## src/rtl/uart_pkg.sv

```systemverilog
// uart_pkg: shared UART receiver definitions.
// Contents:
//   state_t  - receiver FSM state encoding
//   mid_idx  - mid-bit sample index for a given oversampling ratio
package uart_pkg;

    typedef enum logic [2:0] {
        IDLE,
        START,
        DATA,
        PARITY,
        STOP,
        WAIT_HIGH
    } state_t;

    function automatic int mid_idx(input int os);
        return os / 2;
    endfunction

endpackage

```

## src/rtl/sync_2ff.sv

```systemverilog
// sync_2ff: generic two-flop synchronizer for asynchronous inputs.
// Parameters:
//   WIDTH   - number of independent bits synchronized
//   RST_VAL - value both flops take during reset
// Ports:
//   clk  - destination clock
//   rst  - asynchronous active-high reset
//   i_d  - asynchronous input
//   o_q  - synchronized output (two clk of latency)
module sync_2ff #(
    parameter int WIDTH   = 1,
    parameter bit RST_VAL = 1'b1
) (
    input  logic             clk,
    input  logic             rst,
    input  logic [WIDTH-1:0] i_d,
    output logic [WIDTH-1:0] o_q
);

    logic [WIDTH-1:0] r_meta;
    logic [WIDTH-1:0] r_q;

    always_ff @(posedge clk or posedge rst) begin
        if (rst) begin
            r_meta <= {WIDTH{RST_VAL}};
            r_q    <= {WIDTH{RST_VAL}};
        end else begin
            r_meta <= i_d;
            r_q    <= r_meta;
        end
    end

    always_comb o_q = r_q;

endmodule

```

## src/rtl/uart_rx_sampler.sv

```systemverilog
// uart_rx_sampler: oversampling UART byte receiver with majority-vote sampling.
// Optional macro RX_PARITY_EN adds an even-parity bit and the o_rx_perr port.
// Ports:
//   clk           - system clock; every flop runs on it
//   rst           - asynchronous active-high reset
//   i_sample_tick - one-clk enable at OVERSAMPLE x baud
//   i_rx_line     - raw asynchronous serial line, idle high
//   o_rx_byte     - last good byte, held until the next good frame
//   o_rx_valid    - one-clk pulse when o_rx_byte updates
//   o_rx_ferr     - one-clk pulse on a bad stop bit
//   o_rx_perr     - one-clk pulse on parity mismatch (RX_PARITY_EN only)
//   o_rx_busy     - high while a frame is in progress
module uart_rx_sampler
    import uart_pkg::*;
#(
    parameter int OVERSAMPLE = 8,
    parameter int DATA_BITS  = 8
) (
    input  logic                 clk,
    input  logic                 rst,
    input  logic                 i_sample_tick,
    input  logic                 i_rx_line,
    output logic [DATA_BITS-1:0] o_rx_byte,
    output logic                 o_rx_valid,
    output logic                 o_rx_ferr,
`ifdef RX_PARITY_EN
    output logic                 o_rx_perr,
`endif
    output logic                 o_rx_busy
);

    localparam int M  = mid_idx(OVERSAMPLE);
    localparam int CW = $clog2(OVERSAMPLE);
    localparam int BW = $clog2(DATA_BITS + 1);
    localparam logic [CW-1:0] C_END = CW'(OVERSAMPLE - 1);
    localparam logic [CW-1:0] C_S0  = CW'(M - 1);
    localparam logic [CW-1:0] C_S1  = CW'(M);
    localparam logic [CW-1:0] C_DEC = CW'(M + 1);
    localparam logic [BW-1:0] B_LAST = BW'(DATA_BITS - 1);

    logic                 w_line;
    state_t               r_state;
    state_t               w_nstate;
    logic [CW-1:0]        r_cnt;
    logic [BW-1:0]        r_bit;
    logic                 r_s0;
    logic                 r_s1;
    logic [DATA_BITS-1:0] r_shift;
    logic [DATA_BITS-1:0] r_byte;
    logic                 r_valid;
    logic                 r_ferr;
    logic                 w_maj;
    logic                 w_end;
    logic                 w_dec;
    logic                 w_par_bad;
`ifdef RX_PARITY_EN
    logic                 r_par;
    logic                 r_perr;
`endif

    sync_2ff #(.WIDTH(1), .RST_VAL(1'b1)) u_sync (
        .clk (clk),
        .rst (rst),
        .i_d (i_rx_line),
        .o_q (w_line)
    );

    // Third sample is the live line value on the decision tick.
    always_comb begin
        w_maj = (r_s0 & r_s1) | (w_line & (r_s0 | r_s1));
        w_end = (r_cnt == C_END);
        w_dec = (r_cnt == C_DEC);
`ifdef RX_PARITY_EN
        w_par_bad = ^{r_shift, r_par};
`else
        w_par_bad = 1'b0;
`endif
    end

    always_ff @(posedge clk or posedge rst) begin
        if (rst)
            r_state <= IDLE;
        else
            r_state <= w_nstate;
    end

    always_comb begin
        w_nstate = r_state;
        if (i_sample_tick) begin
            case (r_state)
                IDLE:      w_nstate = w_line ? IDLE : START;
                START:     w_nstate = (w_dec && w_maj) ? IDLE : (w_end ? DATA : START);
`ifdef RX_PARITY_EN
                DATA:      w_nstate = (w_end && r_bit == B_LAST) ? PARITY : DATA;
                PARITY:    w_nstate = w_end ? STOP : PARITY;
`else
                DATA:      w_nstate = (w_end && r_bit == B_LAST) ? STOP : DATA;
`endif
                // Leaving at mid-stop lets a back-to-back start edge be caught.
                STOP:      w_nstate = w_dec ? (w_maj ? IDLE : WAIT_HIGH) : STOP;
                WAIT_HIGH: w_nstate = w_line ? IDLE : WAIT_HIGH;
                default:   w_nstate = IDLE;
            endcase
        end
    end

    always_ff @(posedge clk or posedge rst) begin
        if (rst) begin
            r_cnt   <= '0;
            r_bit   <= '0;
            r_s0    <= 1'b1;
            r_s1    <= 1'b1;
            r_shift <= '0;
            r_byte  <= '0;
            r_valid <= 1'b0;
            r_ferr  <= 1'b0;
`ifdef RX_PARITY_EN
            r_par   <= 1'b0;
            r_perr  <= 1'b0;
`endif
        end else begin
            r_valid <= 1'b0;
            r_ferr  <= 1'b0;
`ifdef RX_PARITY_EN
            r_perr  <= 1'b0;
`endif
            if (i_sample_tick) begin
                // The start-detect tick is sample 0, so entering START loads 1.
                r_cnt <= (r_state == IDLE || r_state == WAIT_HIGH || w_nstate != r_state)
                       ? ((w_nstate == START) ? CW'(1) : '0)
                       : (w_end ? '0 : r_cnt + CW'(1));
                if (r_cnt == C_S0)
                    r_s0 <= w_line;
                if (r_cnt == C_S1)
                    r_s1 <= w_line;
                if (r_state == START)
                    r_bit <= '0;
                if (r_state == DATA && w_dec)
                    r_shift <= (DATA_BITS'(w_maj) << (DATA_BITS - 1)) | (r_shift >> 1);
                if (r_state == DATA && w_end)
                    r_bit <= (r_bit == B_LAST) ? '0 : r_bit + BW'(1);
`ifdef RX_PARITY_EN
                if (r_state == PARITY && w_dec)
                    r_par <= w_maj;
`endif
                if (r_state == STOP && w_dec) begin
                    r_ferr  <= !w_maj;
                    r_valid <= w_maj && !w_par_bad;
`ifdef RX_PARITY_EN
                    r_perr  <= w_maj && w_par_bad;
`endif
                    if (w_maj && !w_par_bad)
                        r_byte <= r_shift;
                end
            end
        end
    end

    always_comb begin
        o_rx_byte  = r_byte;
        o_rx_valid = r_valid;
        o_rx_ferr  = r_ferr;
`ifdef RX_PARITY_EN
        o_rx_perr  = r_perr;
`endif
        o_rx_busy  = (r_state != IDLE);
    end

endmodule
```

## config.mk

```make
export PLATFORM = sky130hd
export DESIGN_NAME = uart_rx_sampler
export DESIGN_NICKNAME = d
export VERILOG_FILES = /design/src/rtl/uart_pkg.sv /design/src/rtl/sync_2ff.sv /design/src/rtl/uart_rx_sampler.sv
export SDC_FILE = /design/constraint.sdc
export NUM_CORES = 1
export LEC_CHECK = 0
export BUFFER_PORTS_ARGS = -buffer_cell sky130_fd_sc_hd__buf_2
export CAP_MARGIN = 20
export CORE_MARGIN = 1.5
export CORE_UTILIZATION = 55
export CTS_BUF_LIST = sky130_fd_sc_hd__clkbuf_8
export DETAILED_ROUTE_END_ITERATION = 10
export GPL_TIMING_DRIVEN = 0
export PLACE_DENSITY_LB_ADDON = 0.08
export SETUP_SLACK_MARGIN = 0.1
export SYNTH_ARGS = -nofsm -noshare
export SYNTH_HDL_FRONTEND = slang
export SYNTH_HIERARCHICAL = 1
export SYNTH_SLANG_ARGS = --single-unit
```

## constraint.sdc

```tcl
create_clock -name clk -period 3.9 [get_ports clk]
set_input_delay 0.195 -clock clk [delete_from_list [all_inputs] [get_ports clk]]
set_output_delay 0.195 -clock clk [all_outputs]
set_load 0.02 [all_outputs]
```

---- Word level (Yosys, flattened, before mapping) ----
Cells that the tools add are included.
word-level totals
  output and inout port bits .............. 11
  register bits ........................... 32
  input port bits ......................... 4
operators by class
  muxes and demuxes ....................... 19
  $add $sub $neg .......................... 2
  bitwise logic cells ..................... 5
  eq/ne operators ......................... 11
  reductions and logical operators ........ 16
operators by type and width
  kind                                                             count
  3-bit two-way mux                                                7
  3-bit == test, second input constant                             5
  3-bit case mux with 5 select lines                               1
  4-bit two-way mux                                                3
  8-bit by 7-bit bitwise OR with 8-bit output                      1
  2-bit AND reduction                                              4
  3-bit by 1-bit == test with 1-bit output, second input constant  2
  3-bit by 2-bit == test with 1-bit output, second input constant  2
  1-bit two-way mux                                                6
  1-bit logical AND                                                5
  4-bit by 1-bit adder with 4-bit output, second input constant    1
  4-bit by 3-bit == test with 1-bit output, second input constant  1
  2-bit two-way mux                                                2
  3-bit by 1-bit adder with 3-bit output, second input constant    1
  3-bit logical NOT                                                1
  3-bit != test                                                    1
  3-bit AND reduction                                              1
  3-bit nonzero test                                               1
  1-bit AND                                                        2
  1-bit logical OR                                                 2
  1-bit bitwise OR                                                 2
  2-bit nonzero test                                               1
  1-bit logical NOT                                                1

---- Longest topological paths before layout ----
  depth after elaboration ................. 10
  gate-level depth with buffers ........... 7
  depth with buffers taken out ............ 6

---- Cells and area by module ----
The synthesis kept the hierarchy.
modules (own cells, without submodules)
  module           area an instance (um^2)  cells each  times used  seq. area each (um^2)
  uart_rx_sampler  1521.5                   135         1           753.2
  sync_2ff         56.3                     3           1           52.6

---- Worst setup path after synthesis ----
Ideal clock, no wire load.
  path type ............................... register to register
  start ................................... register r_cnt[0]
  end ..................................... register r_cnt[1]
  stages on the path, launching flop included .. 7
  setup slack ............................. 1.895 ns
  setup time .............................. 0.103 ns
  buffers on the path ..................... 0
  arrival ................................. 1.902 ns
  required time ........................... 3.797 ns
  cell sequence ........................... dfrtp_1 -> ha_1 -> ha_1 -> or3b_1 -> a221oi_2 -> o22ai_1 -> o41ai_2
between the ends
  longest elaborated chain between the ends .. 8
  elaborated cells on any way between the ends .. 15
  classes of those cells .................. 1 x add/sub; 3 x eq/ne; 8 x mux; 3 x reduce/logical
ends and longest elaborated chain
  item                                                    line                                          RTL
  from (decl)                                             uart_rx_sampler.sv:44                         logic [CW-1:0] r_cnt;
  from (signal assigned)                                  uart_rx_sampler.sv:129                        r_cnt <= (r_state == IDLE || r_state == WAIT_HIGH || w_nstate != r_state)
  3-bit == test (on tied branches)                        uart_rx_sampler.sv:71, uart_rx_sampler.sv:72
  2-bit two-way mux, or another cell as far along         uart_rx_sampler.sv:92                         START: w_nstate = (w_dec && w_maj) ? IDLE : (w_end ? DATA : START);
  2-bit two-way mux or 3-bit two-way mux (tied branches)  uart_rx_sampler.sv:92, uart_rx_sampler.sv:97
  3-bit case mux with 5 select lines                      uart_rx_sampler.sv:90                         case (r_state)
  3-bit two-way mux                                       uart_rx_sampler.sv:89                         if (i_sample_tick) begin
  3-bit != test                                           uart_rx_sampler.sv:129
  1-bit logical OR                                        uart_rx_sampler.sv:129
  3-bit two-way mux *                                     uart_rx_sampler.sv:130                        ? ((w_nstate == START) ? CW'(1) : '0)
Every way passes the cells marked *; elsewhere a longest branch is shown, timed or not.
A chain may end at the register's enable or synchronous reset.

---- Final worst setup path ----
Same ends and word-level chain as after synthesis.

==> impl_metrics.json <==
{
  "synth-main-ff-cell": "dfrtp_1",
  "cp_cell_sequence": "ha_1 -> ha_1 -> or3b_1 -> a221oi_2 -> o22ai_1 -> o41ai_2",
  "crit_path_top_delay_cell": "dfrtp_1",
  "worstSetupPathType": "flop to flop",
  "fin_cells": 194,
  "drv_slew": 0,
  "route.final.wire_length_mm": 2.85,
  "min_path_cells": 4,
  "syn-cell-area_um2": 1580,
  "powerDensity_nw_per_um2": 519,
  "cts_num_sinks": 32,
  "synth_cell_types": 42,
  "grt_first_pass_wirelength_mm": 5.04,
  "die_w_um": 56.6,
  "gr-max-usage-layer": "met2",
  "clk_pin_slew_ns": 0.07,
  "cts_tree": "done",
  "reg2regPathDepth": 6,
  "grt.total_usage_pct": 20.7,
  "synth_seq_area_share_pct": 51.1,
  "drive_above_1_share_pct": 22.7,
  "worstPathArrival_ns": 2.41,
  "synth_top_cell_by_area": "dfrtp_1",
  "vias": 1080,
  "hold_path.class": "input pin to flop",
  "syn_avg_cell_area_um2": 11.4,
  "synthArstFlopShare_pct": 100,
  "finalHoldViolations": 0,
  "ys_ff_latch": 32,
  "firstDrtPassIters": 4,
  "die_h_um": 56.6,
  "syn_inst": 138,
  "grt_antenna_before_repair": 0,
  "post_cts_buffers": 0,
  "grt_util_met3_pct": 6.22,
  "start_kind": "flop",
  "drc_errors": 0,
  "endpoint_kind": "flop",
  "peakVddDrop_v": 0.000444,
  "grt_setup_unrepaired": "false",
  "grt_util_met2_pct": 32.6,
  "htree_levels": 2,
  "start_util_pct": 57.7,
  "fin_setup_tns_ns": 0,
  "synth_edf_count": 0,
  "wl_per_cell_um": 14.7,
  "status": "complete, no violations",
  "synth.area.top_cells": "dfrtp_1, mux2_1, dfstp_2, ha_1, nand2_1",
  "post-place-cells": 184,
  "synth_top_area_share_pct": 44.4,
  "clkLatencyLatePin_ns": 0.29,
  "finalSetupViolCount": 0,
  "root_buffer": "clkbuf_8",
  "leakage_nw": 0.946,
  "critical_path_required_ns": 4.09,
  "drtIter0Drc": 38,
  "timing.critical_path.mode_cell": "ha_1",
  "die_area_um2": 3200,
  "critPathMaxStageDelay_ns": 0.42,
  "rrSetupSlack_ns": 1.68,
  "period_share_pct": 56.9,
  "io_pins": 15,
  "max_slew_margin_pct": 70.2,
  "worstMarginPinSlew_ns": 0.446,
  "max_cap_viol_count": 0,
  "core_um2": 2730,
  "clock_skew_ns": 0.0107,
  "portBuffers": 14,
  "syn_nets": 148,
  "hpwl_mm": 2.03,
  "vias_per_cell": 5.57,
  "nNetsFinal": 172,
  "grt_pass1_vias": 1068,
  "cp_top_family": "compound AO/OA/AOI/OAI gates",
  "globalplace.congestion": 0.779,
  "overflow": 0,
  "crit_fanout": 7,
  "area_growth_pct": 17.0,
  "n_antenna_cell": 0,
  "cts_buffers": 5,
  "num_rows": 19,
  "path_depth": 6,
  "yosysWarnings": 6,
  "fmax_mhz": 451,
  "grt_util_met1_pct": 26.7,
  "final_util_pct": 67.5,
  "ant_nets": 0,
  "fin_crit_ns": 2.22,
  "cts_buffer_depth": 2,
  "grt_max_degree": 23,
  "crit_buf_inv": 0
}
cell usage in the layout, fill, tap and decap left out, types with 4 or more instances in the layout:
master,instances
nor2_1,5
mux2_1,16
clkbuf_8,5
o221ai_1,4
buf_2,18
ha_1,6
nand2_1,15
o21ai_1,6
inv_1,7
dfstp_2,4
dfrtp_1,28
metal layers:
metal	up-vias	part of all wire, %
met4	0	1.5
met3	6	4.9
met2	26	48
li1	539	-
met5	-	0
met1	509	45
per-stage QoR:
stage          setup slack, ns  power (W)  cell area [µm²]  hold WS, ns
2_1_floorplan             1.89   0.000587             1580        0.107
3_3_place_gp              1.72   0.000632             1690        0.221
3_5_place_dp              1.70   0.000647             1710        0.228
4_1_cts                   1.69   0.000964             1850        0.333
5_1_grt                   1.59    0.00101             1850        0.346
6_report                  1.68   0.000958             1850        0.342
synth_stat cells (2+ instances only):
cell	count
a22o_1	2
and3_1	3
nand3_1	3
dfrtp_1	28
dfstp_2	4
o22ai_1	2
o21ai_1	6
buf_2	4
nand4b_1	2
nor2b_1	3
nor2_1	5
o221ai_1	4
nand2_1	15
mux2_2	2
inv_1	7
clkbuf_1	2
mux2_1	16
ha_1	6
cell families after synthesis:
logic type               Yosys count  share of synthesized area (%)
buffers and inverters             14                           3.65
AND/OR/NAND/NOR                   43                           14.9
flip-flops                        32                           51.1
XOR/XNOR                           1                          0.555
AO/OA/AOI/OAI                     22                           10.9
adder cells (fa/ha/maj)            7                           5.39
multiplexers                      19                           13.5
final timing paths:
path,start,to
setup reg to reg,r_cnt[0],r_cnt[1]
min in group asynchronous,rst,r_cnt[1]
setup / recovery,r_cnt[0],r_cnt[1]
max in group asynchronous,rst,o_rx_byte[0]
hold reg to reg,u_sync/r_meta,u_sync/o_q
hold / removal,i_sample_tick,o_rx_ferr
final cells by class:
| cell class | instances | area [µm²] |
|---|---|---|
| Buffer | 6 | 27.5 |
| Clock buffer | 5 | 68.8 |
| Clock inverter | 3 | 42.5 |
| Fill cell | 209 | 888 |
| Inverter | 8 | 30.0 |
| Multi-Input combinational cell | 92 | 714 |
| Sequential cell | 32 | 806 |
| Tap cell | 31 | 38.8 |
| Timing Repair Buffer | 17 | 118 |
timing repair:
| item | CTS | global route |
|---|---|---|
| setup endpoints to repair | 0 | 0 |
| hold endpoints to repair | 9 | 0 |
| hold buffers | 2 | 0 |
| resized for setup | 0 | 0 |
worst reg2reg max path: cells and delay by family, from the launching register on:
kind	cells	cell delay, ns
flip-flops	1	0.42
AND/OR/NAND/NOR	1	0.42
adder cells (fa/ha/maj)	2	0.51
AO/OA/AOI/OAI	3	0.78
sequential cells by signal, summed over array words and instances, names as in the netlist:
| register | count |
|---|---|
| o_rx_byte | 8 |
| o_rx_ferr | 1 |
| o_rx_valid | 1 |
| r_bit | 4 |
| r_cnt | 3 |
| r_s0 | 1 |
| r_s1 | 1 |
| r_shift | 8 |
| r_state | 3 |
| u_sync/o_q | 1 |
| u_sync/r_meta | 1 |
report_power, final:
group / internal (W) / leakage (nW) / switching (W) / total [W]
Combinational: 0.000107 / 0.465 / 0.000135 / 0.000242
Sequential: 0.000371 / 0.427 / 0.0000328 / 0.000403
Clock: 0.000189 / 0.0541 / 0.000124 / 0.000313
Note: power is estimated with default switching activity, not from simulation.
